`src/rtl/sm3_pkg.sv`:
```
// sm3_pkg: shared SM3 constants, word/state types and rotate helpers.
package sm3_pkg;
    typedef logic [31:0] sm3_word_t;
    typedef sm3_word_t [0:7] sm3_state_t;

    localparam sm3_state_t SM3_IV = 256'h7380166f_4914b2b9_172442d7_da8a0600_a96f30bc_163138aa_e38dee4d_b0fb0e4e;
    localparam sm3_word_t T_LO = 32'h79cc4519;
    localparam sm3_word_t T_HI = 32'h7a879d8a;
    localparam logic [5:0] LAST_RND = 6'd63;

    function automatic sm3_word_t rotl32(input sm3_word_t x, input logic [4:0] n);
        logic [63:0] d;
        d = {x, x} << n;
        return d[63:32];
    endfunction

    function automatic sm3_word_t p0(input sm3_word_t x);
        return x ^ rotl32(x, 5'd9) ^ rotl32(x, 5'd17);
    endfunction
endpackage

```
`src/rtl/sm3_cmprss_round.sv`:
```
// sm3_cmprss_round: combinational single SM3 compression round on A..H.
module sm3_cmprss_round
    import sm3_pkg::*;
(
    input  sm3_state_t st,
    input  logic [5:0] j,
    input  sm3_word_t  wj,
    input  sm3_word_t  wjj,
    output sm3_state_t nxt
);
    sm3_word_t a12, ss1, ss2, ff, gg, tt1, tt2;
    logic lo;

    always_comb begin
        lo  = j < 6'd16;
        a12 = rotl32(st[0], 5'd12);
        ss1 = rotl32(a12 + st[4] + rotl32(lo ? T_LO : T_HI, j[4:0]), 5'd7);
        ss2 = ss1 ^ a12;
        ff  = lo ? st[0] ^ st[1] ^ st[2] : (st[0] & st[1]) | (st[0] & st[2]) | (st[1] & st[2]);
        gg  = lo ? st[4] ^ st[5] ^ st[6] : (st[4] & st[5]) | (~st[4] & st[6]);
        tt1 = ff + st[3] + ss2 + wjj;
        tt2 = gg + st[7] + ss1 + wj;
        nxt = {tt1, st[0], rotl32(st[1], 5'd9), st[2], p0(tt2), st[4], rotl32(st[5], 5'd19), st[6]};
    end
endmodule

```
`src/rtl/sm3_cmprss_core.sv`:
```
// sm3_cmprss_core: SM3 compression registers, round counter and chaining fold.
// Define SM3_CMPRSS_PROT_CHK_EN to add the sticky misaligned-last error flag cmprss_err_o.
module sm3_cmprss_core
    import sm3_pkg::*;
(
    input  logic         clk,
    input  logic         rst,
    input  logic [31:0]  expnd_inpt_wj_i,
    input  logic [31:0]  expnd_inpt_wjj_i,
    input  logic         expnd_inpt_lst_i,
    input  logic         expnd_inpt_vld_i,
    output logic [255:0] cmprss_otpt_res_o,
    output logic         cmprss_otpt_vld_o,
`ifdef SM3_CMPRSS_PROT_CHK_EN
    output logic         cmprss_err_o,
`endif
    output logic         cmprss_busy_o
);
    sm3_state_t st, v, nxt, vnew;
    logic [5:0] cnt;

    sm3_cmprss_round u_round (
        .st (st),
        .j  (cnt),
        .wj (expnd_inpt_wj_i),
        .wjj(expnd_inpt_wjj_i),
        .nxt(nxt)
    );

    assign vnew          = nxt ^ v;
    assign cmprss_busy_o = cnt != 6'd0;

    always_ff @(posedge clk or posedge rst) begin
        if (rst) begin
            st                <= SM3_IV;
            v                 <= SM3_IV;
            cnt               <= 6'd0;
            cmprss_otpt_res_o <= '0;
            cmprss_otpt_vld_o <= 1'b0;
        end else begin
            cmprss_otpt_vld_o <= 1'b0;
            if (expnd_inpt_vld_i) begin
                cnt <= cnt + 6'd1;
                if (cnt != LAST_RND) begin
                    st <= nxt;
                end else if (expnd_inpt_lst_i) begin
                    // Final block: publish digest and re-arm for the next message.
                    cmprss_otpt_res_o <= vnew;
                    cmprss_otpt_vld_o <= 1'b1;
                    st                <= SM3_IV;
                    v                 <= SM3_IV;
                end else begin
                    st <= vnew;
                    v  <= vnew;
                end
            end
        end
    end

`ifdef SM3_CMPRSS_PROT_CHK_EN
    always_ff @(posedge clk or posedge rst) begin
        if (rst)
            cmprss_err_o <= 1'b0;
        else if (expnd_inpt_vld_i && expnd_inpt_lst_i && cnt != LAST_RND)
            cmprss_err_o <= 1'b1;
    end
`endif
endmodule

```
`config.mk`:
```
export PLATFORM = sky130hd
export DESIGN_NAME = sm3_cmprss_core
export DESIGN_NICKNAME = d
export VERILOG_FILES = /design/src/rtl/sm3_pkg.sv /design/src/rtl/sm3_cmprss_round.sv /design/src/rtl/sm3_cmprss_core.sv
export SDC_FILE = /design/constraint.sdc
export NUM_CORES = 2
export LEC_CHECK = 0
export BUFFER_PORTS_ARGS = -buffer_cell sky130_fd_sc_hd__clkbuf_2
export CAP_MARGIN = 20
export CORE_MARGIN = 2
export CORE_UTILIZATION = 50
export DETAILED_ROUTE_END_ITERATION = 8
export GPL_ROUTABILITY_DRIVEN = 0
export HOLD_SLACK_MARGIN = 0.03
export PLACE_DENSITY_LB_ADDON = 0.12
export REMOVE_ABC_BUFFERS = 1
export SYNTH_ARGS = -nofsm -noshare
export SYNTH_HDL_FRONTEND = slang
export SYNTH_SLANG_ARGS = --single-unit
```
`constraint.sdc`:
```
create_clock -name clk -period 71.3 [get_ports clk]
set_clock_uncertainty 0.2 [all_clocks]
set_input_delay 10.695 -clock clk [delete_from_list [all_inputs] [get_ports clk]]
set_output_delay 10.695 -clock clk [all_outputs]
set_load 0.005 [all_outputs]
```
Word-level counts from Yosys, hierarchy flattened
Index checks and enable logic that the tools add are counted.
- muxes and demuxes: 8
- bitwise gates (word level): 18
- reductions and logical operators: 3
- order comparisons: 1
- add/sub/neg operators: 9
- shift operators: 1
- equal/unequal tests: 1
- operators with widths (kind ; count):
    two-way mux 256 bit ; 2
    adder 32 bit ; 8
    bitwise XOR 256 bit ; 1
    bitwise XOR 32 bit ; 7
    bitwise AND 32 bit ; 5
    bitwise OR 32 bit ; 3
    two-way mux 32 bit ; 2
    left shift 64 x 5 -> 64 bit ; 1
    NOT 32 bit ; 1
    two-way mux 26 bit ; 1
    adder 6 x 1 -> 6 bit, second input constant ; 1
    less-than comparator 6 x 5 -> 1 bit, second input constant ; 1
    inequality test 6 bit, second input constant ; 1
    nonzero test 6 bit ; 1
    two-way mux 1 bit ; 3
    AND reduction 3 bit ; 1
    AND reduction 2 bit ; 1
    NOT 1 bit ; 1
- register bits after elaboration: 775
- output and inout port bits: 258
- logic and storage cells: 60
- input bits: 68

Depth between registers and ports, before layout
- depth in word-level cells: 12
- depth in mapped cells: 41
- depth with buffers taken out: 37

Hierarchy
Synthesis repeated with hierarchy kept, for this count alone.
- cell total of the unflattened synthesis: 5332
- area, all modules: 54249.5 um^2
- modules (own cells, without submodules) (module ; times used ; area each (um^2) ; sequential area each (um^2) ; cells an instance):
    sm3_cmprss_core ; 1 ; 39910.8 ; 19691.4 ; 3490
    sm3_cmprss_round ; 1 ; 14338.8 ; 0.0 ; 1842

Worst setup path after synthesis
No wires, ideal clock.
- path type: input-to-reg
- from: in expnd_inpt_wj_i[1]
- to: reg v[127] (netlist bit)
- data required time: 71.020 ns
- data arrival time: 14.688 ns
- buffers on the path: 0
- setup slack: 56.333 ns
- setup time: 0.080 ns
- stages on the path: 18
- path through: inv_1 fa_1 inv_1 fa_1 ha_1 inv_1 fa_1 nand2b_1 a21oi_1 o211ai_1 a21boi_0 o2111ai_1 nand3_1 mux2i_2 xnor2_4 xnor2_2 mux2_4 o22a_1
- word-level cells in the longest chain between the ends: 5
- ends and longest elaborated chain (element ; RTL line ; source):
    from (decl) ; sm3_cmprss_core.sv:8 ; input logic [31:0] expnd_inpt_wj_i,
    adder 32 bit (*) ; sm3_cmprss_round.sv:22 ; tt2 = gg + st[7] + ss1 + wj;
    bitwise XOR 32 bit ; sm3_pkg.sv:18 ; return x ^ rotl32(x, 5'd9) ^ rotl32(x, 5'd17);
    bitwise XOR 32 bit (*) ; sm3_pkg.sv:18 ;
    bitwise XOR 256 bit (*) ; sm3_cmprss_core.sv:30 ; assign vnew = nxt ^ v;
    two-way mux 256 bit (*) ; sm3_cmprss_core.sv:46 ; end else if (expnd_inpt_lst_i) begin
    to (signal assigned) ; sm3_cmprss_core.sv:54 ; v <= vnew;
    to (decl) ; sm3_cmprss_core.sv:19 ; sm3_state_t st, v, nxt, vnew;
Every way passes the cells marked *; elsewhere a longest branch is shown, timed or not.
A chain may end at the register's enable or synchronous reset.

Final worst setup path
- from: in expnd_inpt_wj_i[1]
- to: reg v[112] (netlist bit)
Same word-level chain as after synthesis.

==> impl_results.md <==
- Clock sinks: approximately 780
- Internal reg-to-reg setup slack: roughly 60000 ps
- Cts-stage hold buffer count: 0
- Yosys warns: 0
- Hold Crit Endpoint: cmprss_otpt_res_o[0]
- Post-CTS sizing: 0
- Critical path required time: slightly above 70000 ps
- Layout cells sized above 1: 0.141
- Critical path arrival: 15360 ps
- Syn Area/Cell: a little under 9 um2
- Reg2reg path depth: 33
- Detailed-placement wirelength estimate: roughly 110000 um
- CTS tree: yes
- Vias in the first global route: roughly 39000
- Pre-CTS WS: around 56000 ps
- Unrepaired setup endpoints after global routing: no
- Hold path depth: 2
- Largest stage delay on the critical path: ~540 ps
- EDFF count, synth: 0
- Mapped cell area: 50200 um2
- First-pass GRT wire length: approximately 240000 um
- Total number of vias: roughly 42000
- Commonest non-fill, non-tap cell in the layout: o21ai_0
- Synthesis-stage register bit count: approximately 780
- Most frequent cells in the layout: 767 x o21ai_0, 668 x nor2_1, 624 x nand2_1
- Initial DRC count: 4390
- Slew Viols, Final: 0
- Tot GR Track Use: 0.305
- Port bufs: ~330
- Crit Path Category: primary input to flip-flop
- Slew margin rel.: 0.291
- CP Max Fanout: 3
- H-tree Lvls: 3
- Clock latency on the worst-skew pair: approximately 660 ps
- R2r endpoint: v[252]
- Worst setup EP type: flip-flop
- Gr ovfl total: 0
- Synth unique cells: between 80 and 90
- Critical Path Source Type: primary input
- Seq/Total Area, Yosys: 0.392
- DRC: 0
- # Max-Cap Violations: 0
- Top cells by area, synth: dfrtp_1 27%, dfstp_2 12%, o21ai_0 7.6%
- Outcome: completed
- Final net count: 6222
- Synth Instances: 5797
- Sequence of cells on the critical path: clkbuf_2 -> inv_1 -> fa_1 -> inv_1 -> fa_1 -> ha_1 -> inv_1 -> fa_1 -> nand2b_1 -> a21oi_1 -> o211ai_1 -> a21boi_0 -> o2111ai_1 -> nand3_1 -> mux2i_2 -> xnor2_4 -> xnor2_2 -> mux2_4 -> o22a_1
- Reg-to-Reg Start: cnt[4]
- Initial antenna violation count: 1
- Initial Util: 0.503
- Core area: 99900 um2
- Die X-Extent: about 320 um
- Die Height: ~320 um
- Vias per cell: between 5 and 6
- Setup_tns: 0 ps
- Crit-path slowest cell: fa_1
- Synth area leader: dfrtp_1
- CTS max path bufs: 3
- Post-synth ARST share: 1.00
- Area share of the largest cell type after synthesis: 0.267
- Worst Hold Launch: cmprss_otpt_res_o[0]
- CTS Buf Count: 89
- Root Driver: clkbuf_16
- Clk slew on worst S/H paths: around 60 ps
- Hold Crit Class: flip-flop to flip-flop
- Largest net degree at the start of global routing: between 200 and 250
- Final setup vio count: 0
- Drt pass-1 iters: 8
- Crit share post-route: 0.210
- Ports: 326
- Setup Buffers After CTS: 0
- Final worst slack: 56320 ps
- Ys flop type: dfrtp_1
- Hold Violations, Final: 0
- Fmax: between 0.06 and 0.07 GHz
- Total Wirelength: 159000 um
- Worst-margin pin slew: around 1100 ps
- Ant diodes: 0
- Post-route minimum period: about 15000 ps
- WL/cell: ~22 um
- Die area: approximately 100000 um2
- Routed Antenna Nets: 0
- Fill count: slightly above 9000
- Layout overhead on the synthesized area: 10.2%
- Row count: 116
registers in the layout, summed over array words and instances, names as in the netlist:
register,count
st,256
cnt,6
cmprss_otpt_res_o,256
cmprss_otpt_vld_o,1
v,256
layout make-up:
| cell class | instances | area (um2) | area share |
|---|---|---|---|
| Multi-Input combinational cell | 4262 | 27700 | 0.501 |
| Sequential cell | 775 | 19700 | 0.356 |
| Clock buffer | 134 | 2640 | 0.0476 |
| Timing Repair Buffer | 380 | 2100 | 0.0379 |
| Tap cell | 1298 | 1620 | 0.0293 |
| Inverter | 358 | 1360 | 0.0245 |
| Clock inverter | 27 | 253 | 0.00456 |
cells in the mapped netlist (61+ instances only):
cell type and number:
nor2_1 669, a221oi_1 94, dfrtp_1 537, o21a_1 71
nor3_1 61, nand3_1 148, o22a_1 118, fa_1 188
ha_1 100, a21oi_1 340, dfstp_2 238, inv_1 356
clkbuf_1 368, mux2i_1 76, xnor2_1 259, xor2_1 78
nor2b_1 197, o21ai_0 767, nand2_1 625, o221ai_1 105
metrics by stage:
step	instance area (um2)	util	hold slack [ps]	cells
2_1_floorplan	48700	-	246	5395
3_3_place_gp	52500	0.526	250	7073
3_5_place_dp	52500	0.526	256	7073
4_1_cts	55400	0.555	271	7234
5_1_grt	55400	0.555	295	7234
6_report	55400	0.555	267	7234
how the worst max path moves through the flow:
stage	start	endpoint	slack (ps)	depth (start not counted)
after global routing	expnd_inpt_wjj_i[1]	st[255]	56070	19
after floorplan	rst	cmprss_otpt_res_o[0]	39040	1
final	expnd_inpt_wj_i[1]	v[112]	56320	19
after global placement	expnd_inpt_wjj_i[1]	st[255]	55820	19
after CTS	expnd_inpt_wj_i[1]	v[112]	56430	19
after detailed placement	expnd_inpt_wj_i[1]	v[127]	55740	19
per-layer routing:
layer	routed length [um]	global-route usage	vias to the layer above	part of all wire
li1	-	-	19900	-
met1	72500	0.457	20700	0.46
met2	70000	0.459	1484	0.44
met3	11400	0.0400	209	0.072
met4	4680	0.0942	0	0.030
met5	0	0	-	0
critical path: cells and delay by family:
kind            cells  cell delay (ps)
fa+ha+maj           4             1720
compound gates      5             1080
mux                 2              700
xor+xnor            2              480
simple gates        2              400
buf+inv             4              280
cells by family after synthesis:
kind of cell             Yosys count  share of synthesized area
AO/OA/AOI/OAI                   1701                      0.210
adder cells (fa/ha/maj)          288                     0.0998
AND/OR/NAND/NOR                 1822                      0.158
XOR/XNOR                         346                     0.0619
multiplexers                     105                     0.0218
flip-flops                       775                      0.392
buffers and inverters            760                     0.0569
Power is not shown: default switching activity piles up to over one toggle a cycle in this logic, so the estimate is an artifact.
